$ cat config.mk
export PLATFORM = sky130hd
export DESIGN_NAME = systolic_sequencer
export DESIGN_NICKNAME = d
export VERILOG_FILES = /design/src/rtl/systolic_sequencer.sv
export SDC_FILE = /design/constraint.sdc
export NUM_CORES = 1
export LEC_CHECK = 0
export CAP_MARGIN = 20
export CORE_MARGIN = 4
export CORE_UTILIZATION = 52
export CTS_CLUSTER_SIZE = 14
export DETAILED_ROUTE_END_ITERATION = 8
export PLACE_DENSITY = 0.87
export SETUP_SLACK_MARGIN = 0.02
export SYNTH_ARGS = -nofsm -noshare
export SYNTH_HDL_FRONTEND = slang
export SYNTH_SLANG_ARGS = --single-unit
export TNS_END_PERCENT = 1
$ cat constraint.sdc
create_clock -name clk -period 5.88 [get_ports clk]
set_clock_uncertainty 0.2 [all_clocks]
set_input_delay 0.588 -clock clk [delete_from_list [all_inputs] [get_ports clk]]
set_output_delay 0.588 -clock clk [all_outputs]
set_load 0.01 [all_outputs]
$ cat src/rtl/systolic_sequencer.sv
// systolic_sequencer
//   Instruction sequencer for an ARR_SIZE x ARR_SIZE systolic MAC array.
//   It takes one 64-bit instruction at a time and turns it into registered
//   strobes for the input/weight buffers, the MAC array and the accumulator.
//
//   Instruction fields: [63:60] opcode, [59:45] addr, [44:41] tile,
//                       [40:32] len, [31:0] data
//   Opcodes: 0 NOP, 1 LD_INP, 2 LD_WT, 3 COMPUTE, 4 ACC_CLR, 5 READ_OUT,
//            6-15 illegal (sets the sticky err_illegal flag).
//
// Ports
//   clk, rst_n              clock, asynchronous active-low reset
//   instr_valid, instr      instruction handshake input
//   instr_ready             high while IDLE (instruction accepted this cycle)
//   inp_buf_we/addr/data    input buffer write strobe, address, write data
//   wt_buf_we/addr/data     weight buffer write strobe, address, write data
//   mac_en                  MAC array advance enable
//   acc_reset               clear accumulator
//   acc_store, acc_op_addr  store accumulator into output buffer slot
//   op_buf_rd_en/rd_addr    output buffer read strobe and slot
//   busy                    FSM not in IDLE
//   err_illegal             sticky illegal-opcode flag
module systolic_sequencer #(
  parameter int ARR_SIZE  = 4,
  parameter int DRAIN_CYC = 2*ARR_SIZE-1
) (
  input  logic        clk,
  input  logic        rst_n,
  input  logic        instr_valid,
  input  logic [63:0] instr,
  output logic        instr_ready,
  output logic        inp_buf_we,
  output logic [14:0] inp_buf_addr,
  output logic [31:0] inp_buf_data,
  output logic        wt_buf_we,
  output logic [14:0] wt_buf_addr,
  output logic [31:0] wt_buf_data,
  output logic        mac_en,
  output logic        acc_reset,
  output logic        acc_store,
  output logic [3:0]  acc_op_addr,
  output logic        op_buf_rd_en,
  output logic [3:0]  op_buf_rd_addr,
  output logic        busy,
  output logic        err_illegal
);

  localparam int DCW = (DRAIN_CYC > 1) ? $clog2(DRAIN_CYC + 1) : 1;
  localparam logic [DCW-1:0] DRAIN_LAST = DCW'((DRAIN_CYC > 0) ? (DRAIN_CYC - 1) : 0);

  localparam logic [3:0] OP_NOP      = 4'd0;
  localparam logic [3:0] OP_LD_INP   = 4'd1;
  localparam logic [3:0] OP_LD_WT    = 4'd2;
  localparam logic [3:0] OP_COMPUTE  = 4'd3;
  localparam logic [3:0] OP_ACC_CLR  = 4'd4;
  localparam logic [3:0] OP_READ_OUT = 4'd5;

  typedef enum logic [1:0] {IDLE, RUN, DRAIN, STORE} state_t;

  state_t state, state_nxt;

  logic [3:0]  f_op;
  logic [14:0] f_addr;
  logic [3:0]  f_tile;
  logic [8:0]  f_len;
  logic [31:0] f_data;
  logic        accept;

  // Remaining MAC cycles after the current one, remaining drain cycles, tile of the running COMPUTE
  logic [8:0]     run_cnt, run_cnt_nxt;
  logic [DCW-1:0] drain_cnt, drain_cnt_nxt;
  logic [3:0]     tile_q, tile_nxt;

  logic        inp_buf_we_nxt, wt_buf_we_nxt, mac_en_nxt, acc_reset_nxt;
  logic        acc_store_nxt, op_buf_rd_en_nxt, err_illegal_nxt;
  logic [14:0] inp_buf_addr_nxt, wt_buf_addr_nxt;
  logic [31:0] inp_buf_data_nxt, wt_buf_data_nxt;
  logic [3:0]  acc_op_addr_nxt, op_buf_rd_addr_nxt;

  assign f_op   = instr[63:60];
  assign f_addr = instr[59:45];
  assign f_tile = instr[44:41];
  assign f_len  = instr[40:32];
  assign f_data = instr[31:0];

  assign instr_ready = (state == IDLE);
  assign busy        = (state != IDLE);
  assign accept      = instr_valid & instr_ready;

  // State register
  always_ff @(posedge clk or negedge rst_n) begin
    if (!rst_n) state <= IDLE;
    else        state <= state_nxt;
  end

  // Next-state logic
  always_comb begin
    state_nxt = state;
    unique case (state)
      IDLE:    if (accept && f_op == OP_COMPUTE && f_len != 9'd0) state_nxt = RUN;
      RUN:     if (run_cnt == 9'd0) state_nxt = (DRAIN_CYC == 0) ? STORE : DRAIN;
      DRAIN:   if (drain_cnt == '0) state_nxt = STORE;
      STORE:   state_nxt = IDLE;
      default: state_nxt = IDLE;
    endcase
  end

  // Output logic: next values of the registered outputs; data/addresses hold unless updated
  always_comb begin
    inp_buf_we_nxt     = 1'b0;
    wt_buf_we_nxt      = 1'b0;
    mac_en_nxt         = 1'b0;
    acc_reset_nxt      = 1'b0;
    acc_store_nxt      = 1'b0;
    op_buf_rd_en_nxt   = 1'b0;
    err_illegal_nxt    = err_illegal;
    inp_buf_addr_nxt   = inp_buf_addr;
    wt_buf_addr_nxt    = wt_buf_addr;
    inp_buf_data_nxt   = inp_buf_data;
    wt_buf_data_nxt    = wt_buf_data;
    acc_op_addr_nxt    = acc_op_addr;
    op_buf_rd_addr_nxt = op_buf_rd_addr;
    run_cnt_nxt        = run_cnt;
    drain_cnt_nxt      = drain_cnt;
    tile_nxt           = tile_q;
    unique case (state)
      IDLE: begin
        if (accept) begin
          case (f_op)
            OP_NOP: ;
            OP_LD_INP: begin
              inp_buf_we_nxt   = 1'b1;
              inp_buf_addr_nxt = f_addr;
              inp_buf_data_nxt = f_data;
            end
            OP_LD_WT: begin
              wt_buf_we_nxt   = 1'b1;
              wt_buf_addr_nxt = f_addr;
              wt_buf_data_nxt = f_data;
            end
            OP_COMPUTE: begin
              // A zero-length COMPUTE is consumed without touching anything
              if (f_len != 9'd0) begin
                mac_en_nxt       = 1'b1;
                inp_buf_addr_nxt = f_addr;
                wt_buf_addr_nxt  = f_addr;
                run_cnt_nxt      = f_len - 9'd1;
                tile_nxt         = f_tile;
              end
            end
            OP_ACC_CLR:  acc_reset_nxt = 1'b1;
            OP_READ_OUT: begin
              op_buf_rd_en_nxt   = 1'b1;
              op_buf_rd_addr_nxt = f_tile;
            end
            default: err_illegal_nxt = 1'b1;
          endcase
        end
      end
      RUN: begin
        if (run_cnt != 9'd0) begin
          mac_en_nxt       = 1'b1;
          inp_buf_addr_nxt = inp_buf_addr + 15'd1;
          wt_buf_addr_nxt  = wt_buf_addr + 15'd1;
          run_cnt_nxt      = run_cnt - 9'd1;
        end else begin
          drain_cnt_nxt = DRAIN_LAST;
          if (DRAIN_CYC == 0) begin
            acc_store_nxt   = 1'b1;
            acc_op_addr_nxt = tile_q;
          end
        end
      end
      DRAIN: begin
        if (drain_cnt == '0) begin
          acc_store_nxt   = 1'b1;
          acc_op_addr_nxt = tile_q;
        end else begin
          drain_cnt_nxt = drain_cnt - DCW'(1);
        end
      end
      STORE: ;
      default: ;
    endcase
  end

  // Output and counter registers
  always_ff @(posedge clk or negedge rst_n) begin
    if (!rst_n) begin
      inp_buf_we     <= 1'b0;
      wt_buf_we      <= 1'b0;
      mac_en         <= 1'b0;
      acc_reset      <= 1'b0;
      acc_store      <= 1'b0;
      op_buf_rd_en   <= 1'b0;
      err_illegal    <= 1'b0;
      inp_buf_addr   <= '0;
      wt_buf_addr    <= '0;
      inp_buf_data   <= '0;
      wt_buf_data    <= '0;
      acc_op_addr    <= '0;
      op_buf_rd_addr <= '0;
      run_cnt        <= '0;
      drain_cnt      <= '0;
      tile_q         <= '0;
    end else begin
      inp_buf_we     <= inp_buf_we_nxt;
      wt_buf_we      <= wt_buf_we_nxt;
      mac_en         <= mac_en_nxt;
      acc_reset      <= acc_reset_nxt;
      acc_store      <= acc_store_nxt;
      op_buf_rd_en   <= op_buf_rd_en_nxt;
      err_illegal    <= err_illegal_nxt;
      inp_buf_addr   <= inp_buf_addr_nxt;
      wt_buf_addr    <= wt_buf_addr_nxt;
      inp_buf_data   <= inp_buf_data_nxt;
      wt_buf_data    <= wt_buf_data_nxt;
      acc_op_addr    <= acc_op_addr_nxt;
      op_buf_rd_addr <= op_buf_rd_addr_nxt;
      run_cnt        <= run_cnt_nxt;
      drain_cnt      <= drain_cnt_nxt;
      tile_q         <= tile_nxt;
    end
  end

endmodule

* Word-level counts from Yosys, hierarchy flattened *
Index checks and enable logic that the tools add are counted.

operators by class
  multiplexer cells = 40
  add/subtract/negate cells = 5
  reductions and logical operators = 23
  equal/unequal tests = 20
  bitwise logic cells = 2

operators by type and width
  operator                                           number
  one-hot mux 15 bit (2 select lines)                4
  2-to-1 mux 15 bit                                  5
  2-to-1 mux 9 bit                                   4
  adder 15 x 1 -> 15 bit (second input constant)     2
  2-to-1 mux 1 bit                                   18
  one-hot mux 9 bit (2 select lines)                 1
  AND reduction 3 bit                                6
  nonzero test 9 bit                                 2
  subtractor 9 x 1 -> 9 bit (second input constant)  2
  AND reduction 5 bit                                3
  != test 2 bit (second input constant)              5
  logical NOT 9 bit                                  1
  == test 4 x 2 -> 1 bit (second input constant)     2
  == test 4 x 3 -> 1 bit (second input constant)     2
  != test 2 x 1 -> 1 bit (second input constant)     4
  one-hot mux 2 bit (4 select lines)                 1
  2-to-1 mux 2 bit                                   3
  2-to-1 mux 3 bit                                   2
  != test 3 x 1 -> 1 bit (second input constant)     2
  one-hot mux 3 bit (2 select lines)                 1
  nonzero test 2 bit                                 3
  OR reduction 6 bit                                 1
  == test 2 bit (second input constant)              2
  == test 4 x 1 -> 1 bit (second input constant)     1
  other kinds (12)                                   13

storage, ports and cells
  register bits = 127
  input bits = 67
  word-level logic and storage cells = 107

* Logic depth before layout (Yosys ltp) *
  word-level depth = 6
  depth in mapped cells = 13
  depth with buffers taken out = 9

* Worst setup path before layout *
No wires, ideal clock.

  path kind = register to register
  start = reg state[1]
  end = reg run_cnt[8]
  stages on the path, launching flop included = 14
  arrival = 2.924 ns
  library setup time = 0.094 ns
  path buffers = 4
  path slack = 2.662 ns
  period minus slack after synthesis = 3.218 ns
  data required time = 5.586 ns
  path through = dfrtp_1 > inv_1 > ha_1 > buf_6 > clkbuf_1 > buf_6 > buf_6 > mux2i_1 > ha_1 > or4b_1 > and2_1 > nor3_2 > xnor2_1 > a211oi_1

between the ends
  word-level cells in the longest chain between the ends = 4
  elaborated cells on any way between the ends = 10
  classes of those cells = eq/ne (5); mux (1); bitwise (1); reduce/logical (3)

RTL lines
  item                              line     text
  from (decl)                       60       state_t state, state_nxt;
  from (signal assigned)            93       else state <= state_nxt;
  logical NOT 2 bit                 86, 126
  bitwise AND 1 bit                 88       assign accept = instr_valid & instr_ready;
  != test 2 x 1 -> 1 bit (no line)  n/a
  AND reduction 5 bit (no line)     n/a
  to (signal assigned)              220      run_cnt <= run_cnt_nxt;
  to (decl)                         70       logic [8:0] run_cnt, run_cnt_nxt;

Parallel ways exist; a longest one is shown, timed or not.
A chain may end at the register's enable or synchronous reset.

* Worst setup path after layout *
  start = reg state[1]
  end = reg drain_cnt[0]

between the ends
  word-level cells in the longest chain between the ends = 3
  elaborated cells on any way between the ends = 7
  classes of those cells = eq/ne (4); mux (1); reduce/logical (2)

RTL lines
  item                                                           line  text
  == test 2 x 1 -> 1 bit or == test 2 bit (tied branches)        126   unique case (state)
  != test 2 bit (no line) or nonzero test 2 bit (tied branches)  n/a
  AND reduction 3 bit (no line)                                  n/a
  to (signal assigned)                                           221   drain_cnt <= drain_cnt_nxt;
  to (decl)                                                      71    logic [DCW-1:0] drain_cnt, drain_cnt_nxt;

Parallel ways exist; a longest one is shown, timed or not.

==> impl_metrics.json <==
{
  "p_leak_nw": 3.79,
  "tightest_slew_ns": 1.03,
  "avgSynthCellArea_um2": 9.83,
  "timing.rr.start": "state[1]$_DFFE_PN0P_",
  "pwr-share-seq": 0.344,
  "core-area_um2": 11600,
  "ios": 178,
  "num_vias": 5794,
  "syn_area_um2": 6240,
  "slew_viol_final": 0,
  "hold_viol_final": 0,
  "yosys.cell_types.count": 63,
  "nFillCells": 767,
  "criticalPathCategory": "flop to flop",
  "ir_drop_mv": 0.388,
  "firstDrtPassIters": 6,
  "grt_pass1_wl_mm": 29.9,
  "cts_resized": 0,
  "drive_gt1_frac": 0.118,
  "worstPathRequired_ns": 6.00,
  "clkLatencyLatePin_ns": 0.42,
  "start_util": 0.540,
  "clk_path_buf_depth": 2,
  "routed_via_density": 6.02,
  "worstSetupEndpointType": "flop",
  "syn_to_final_growth_pct": 38.7,
  "p_int_mw": 2.86,
  "status": "finished clean",
  "synth-seq-cells": 127,
  "rsz0062_at_grt": "false",
  "grt_max_degree": 65,
  "drc": 0,
  "drt_iter0_drc": 858,
  "fin_crit_ns": 3.31,
  "die_h_um": 118,
  "cts-hold-fix-buffers": 0,
  "syn-num-nets": 710,
  "die_x_um": 118,
  "stdcell_count": 962,
  "final_common_cell": "clkdlybuf4s50_1",
  "antenna_cells": 0,
  "period_share": 0.564,
  "async_flop_share": 1.00,
  "portBuffers": 177,
  "layout.nets": 881,
  "htree_num_levels": 4,
  "cts_tree": "built",
  "wl_mm": 18.3,
  "clkPwrFrac": 0.231,
  "synth_warnings": 0,
  "synth_edf_count": 0,
  "pwr_density_cell_nw_per_um2": 521,
  "final_antenna_net_count": 0,
  "fmax_mhz": 302,
  "grt_pass1_vias": 5850,
  "p_sw_frac": 0.365,
  "clkTransAtPathRegs_ns": 0.06,
  "fin_setup_tns_ns": 0,
  "track_usage": 0.267,
  "dp_cells": 929,
  "startpoint_type": "flop",
  "synthCells": 635,
  "fp-row-count": 39,
  "post-cts-setup-buffer-count": 0,
  "crit_start": "state[1]$_DFFE_PN0P_",
  "root_buffer": "clkbuf_16",
  "switchingPower_mw": 1.65,
  "wl_per_cell_um": 19.0,
  "overflow": 0,
  "antenna_found_initial": 0,
  "dp_hpwl_mm": 13.1,
  "setup_violations": 0,
  "cap_violations": 0,
  "pwr-share-comb": 0.425,
  "slew_headroom": 0.315,
  "place_congestion": 0.899,
  "hold_class": "primary input to asynchronous set/reset pin",
  "cts_sinks": 127,
  "cts_made_buffers": 17,
  "yosysSeqAreaShare": 0.509,
  "dieArea_um2": 13800,
  "worstPathMaxFanout": 43,
  "mostFrequentLayoutCells": "clkdlybuf4s50_1, nand2_1, dfrtp_1, mux2_2, nand3_1",
  "ys.flop_type": "dfrtp_1",
  "cp.arrival_ns": 3.44
}
==> sequential cells by signal, indices dropped and copies added (netlist names) <==
| signal | count |
|---|---|
| drain_cnt | 3 |
| acc_store | 1 |
| err_illegal | 1 |
| tile_q | 4 |
| inp_buf_we | 1 |
| acc_reset | 1 |
| inp_buf_data | 32 |
| inp_buf_addr | 15 |
| state | 2 |
| wt_buf_addr | 15 |
| acc_op_addr | 4 |
| wt_buf_data | 32 |
| op_buf_rd_en | 1 |
| wt_buf_we | 1 |
| run_cnt | 9 |
| mac_en | 1 |
| op_buf_rd_addr | 4 |
==> cell type report <==
cell class | instances | area, um2 | share of cell area
Clock buffer | 20 | 457 | 0.0528
Clock inverter | 12 | 135 | 0.0156
Inverter | 12 | 45.0 | 0.00520
Multi-Input combinational cell | 467 | 2860 | 0.331
Sequential cell | 127 | 3180 | 0.367
Tap cell | 143 | 179 | 0.0207
Timing Repair Buffer | 181 | 1800 | 0.208
==> power by group through the flow <==
| stage | combinational (mW) | clock (mW) | sequential [mW] |
|---|---|---|---|
| final | 1.92 | 1.04 | 1.55 |
| after global placement | 1.83 | 0 | 1.52 |
| after detailed placement | 1.90 | 0 | 1.55 |
| after CTS | 1.91 | 1.05 | 1.54 |
| after global routing | 2.07 | 1.09 | 1.60 |
| after floorplan | 0.860 | 0 | 1.64 |
==> layer usage <==
| layer | up-vias | routed length (um) | GRT usage |
|---|---|---|---|
| met4 | 0 | 433 | 0.0989 |
| met5 | - | 0 | 0 |
| met1 | 2757 | 7020 | 0.314 |
| li1 | 2634 | - | - |
| met3 | 52 | 2120 | 0.110 |
| met2 | 351 | 8740 | 0.440 |
==> worst max-delay path, cell delays in order, from the launching register on <==
cell,delay (ns)
dfrtp_1,0.39
inv_1,0.09
ha_2,0.47
buf_4,0.47
inv_1,0.50
a31oi_1,0.52
nor3_1,0.09
a41o_1,0.24
a311oi_1,0.23
==> metrics by stage <==
stage	area, um2	hold slack (ns)	worst slack (ns)	util	total power [mW]
floorplan	6240	0.0924	2.66	-	2.50
global placement	8060	0.257	2.68	0.697	3.35
detailed placement	8060	0.262	2.58	0.697	3.45
CTS	8650	0.0771	2.66	0.748	4.51
global route	8650	0.120	2.38	0.748	4.77
finish	8650	0.0409	2.57	0.748	4.51
==> synth_stat cells, drive strengths merged (7+ instances only) <==
master  instances  area, um2
a211oi          8       65.1
a21oi          22        110
a32oi           8       70.1
and3           12       86.3
and4            8       72.6
buf            12       96.3
clkbuf         17       67.6
dfrtp         127       3180
ha              8        100
inv            12       45.0
mux2           42        473
nand2         153        574
nand3          33        170
nand4          12       75.1
nor2           30        113
nor3           20        105
o21ai           9       45.0
o22ai          16        100
or4             7       56.3
==> cell families after synthesis <==
| kind of cell | after synthesis | share of synthesized area |
|---|---|---|
| muxes | 47 | 0.0838 |
| DFF | 127 | 0.509 |
| AOI/OAI and AO/OA | 95 | 0.105 |
| xor gates and xnor gates | 8 | 0.0112 |
| and+or+nand+nor | 309 | 0.241 |
| adders and majority gates | 8 | 0.0160 |
| buffers and inverters | 41 | 0.0335 |
==> final timing paths <==
path | to | slack [ns] | depth (start not counted)
min reg2reg | inp_buf_data[4]$_DFFE_PN0P_ | 0.28 | 2
min | run_cnt[6]$_DFFE_PN0P_ | 0.04 | 1
max | drain_cnt[0]$_DFFE_PN0P_ | 2.57 | 8
min in group clk | inp_buf_data[4]$_DFFE_PN0P_ | 0.28 | 2
max reg2reg | drain_cnt[0]$_DFFE_PN0P_ | 2.57 | 8
max in group asynchronous | drain_cnt[2]$_DFFE_PN0P_ | 4.15 | 2
(Power assumes the default switching activity.)
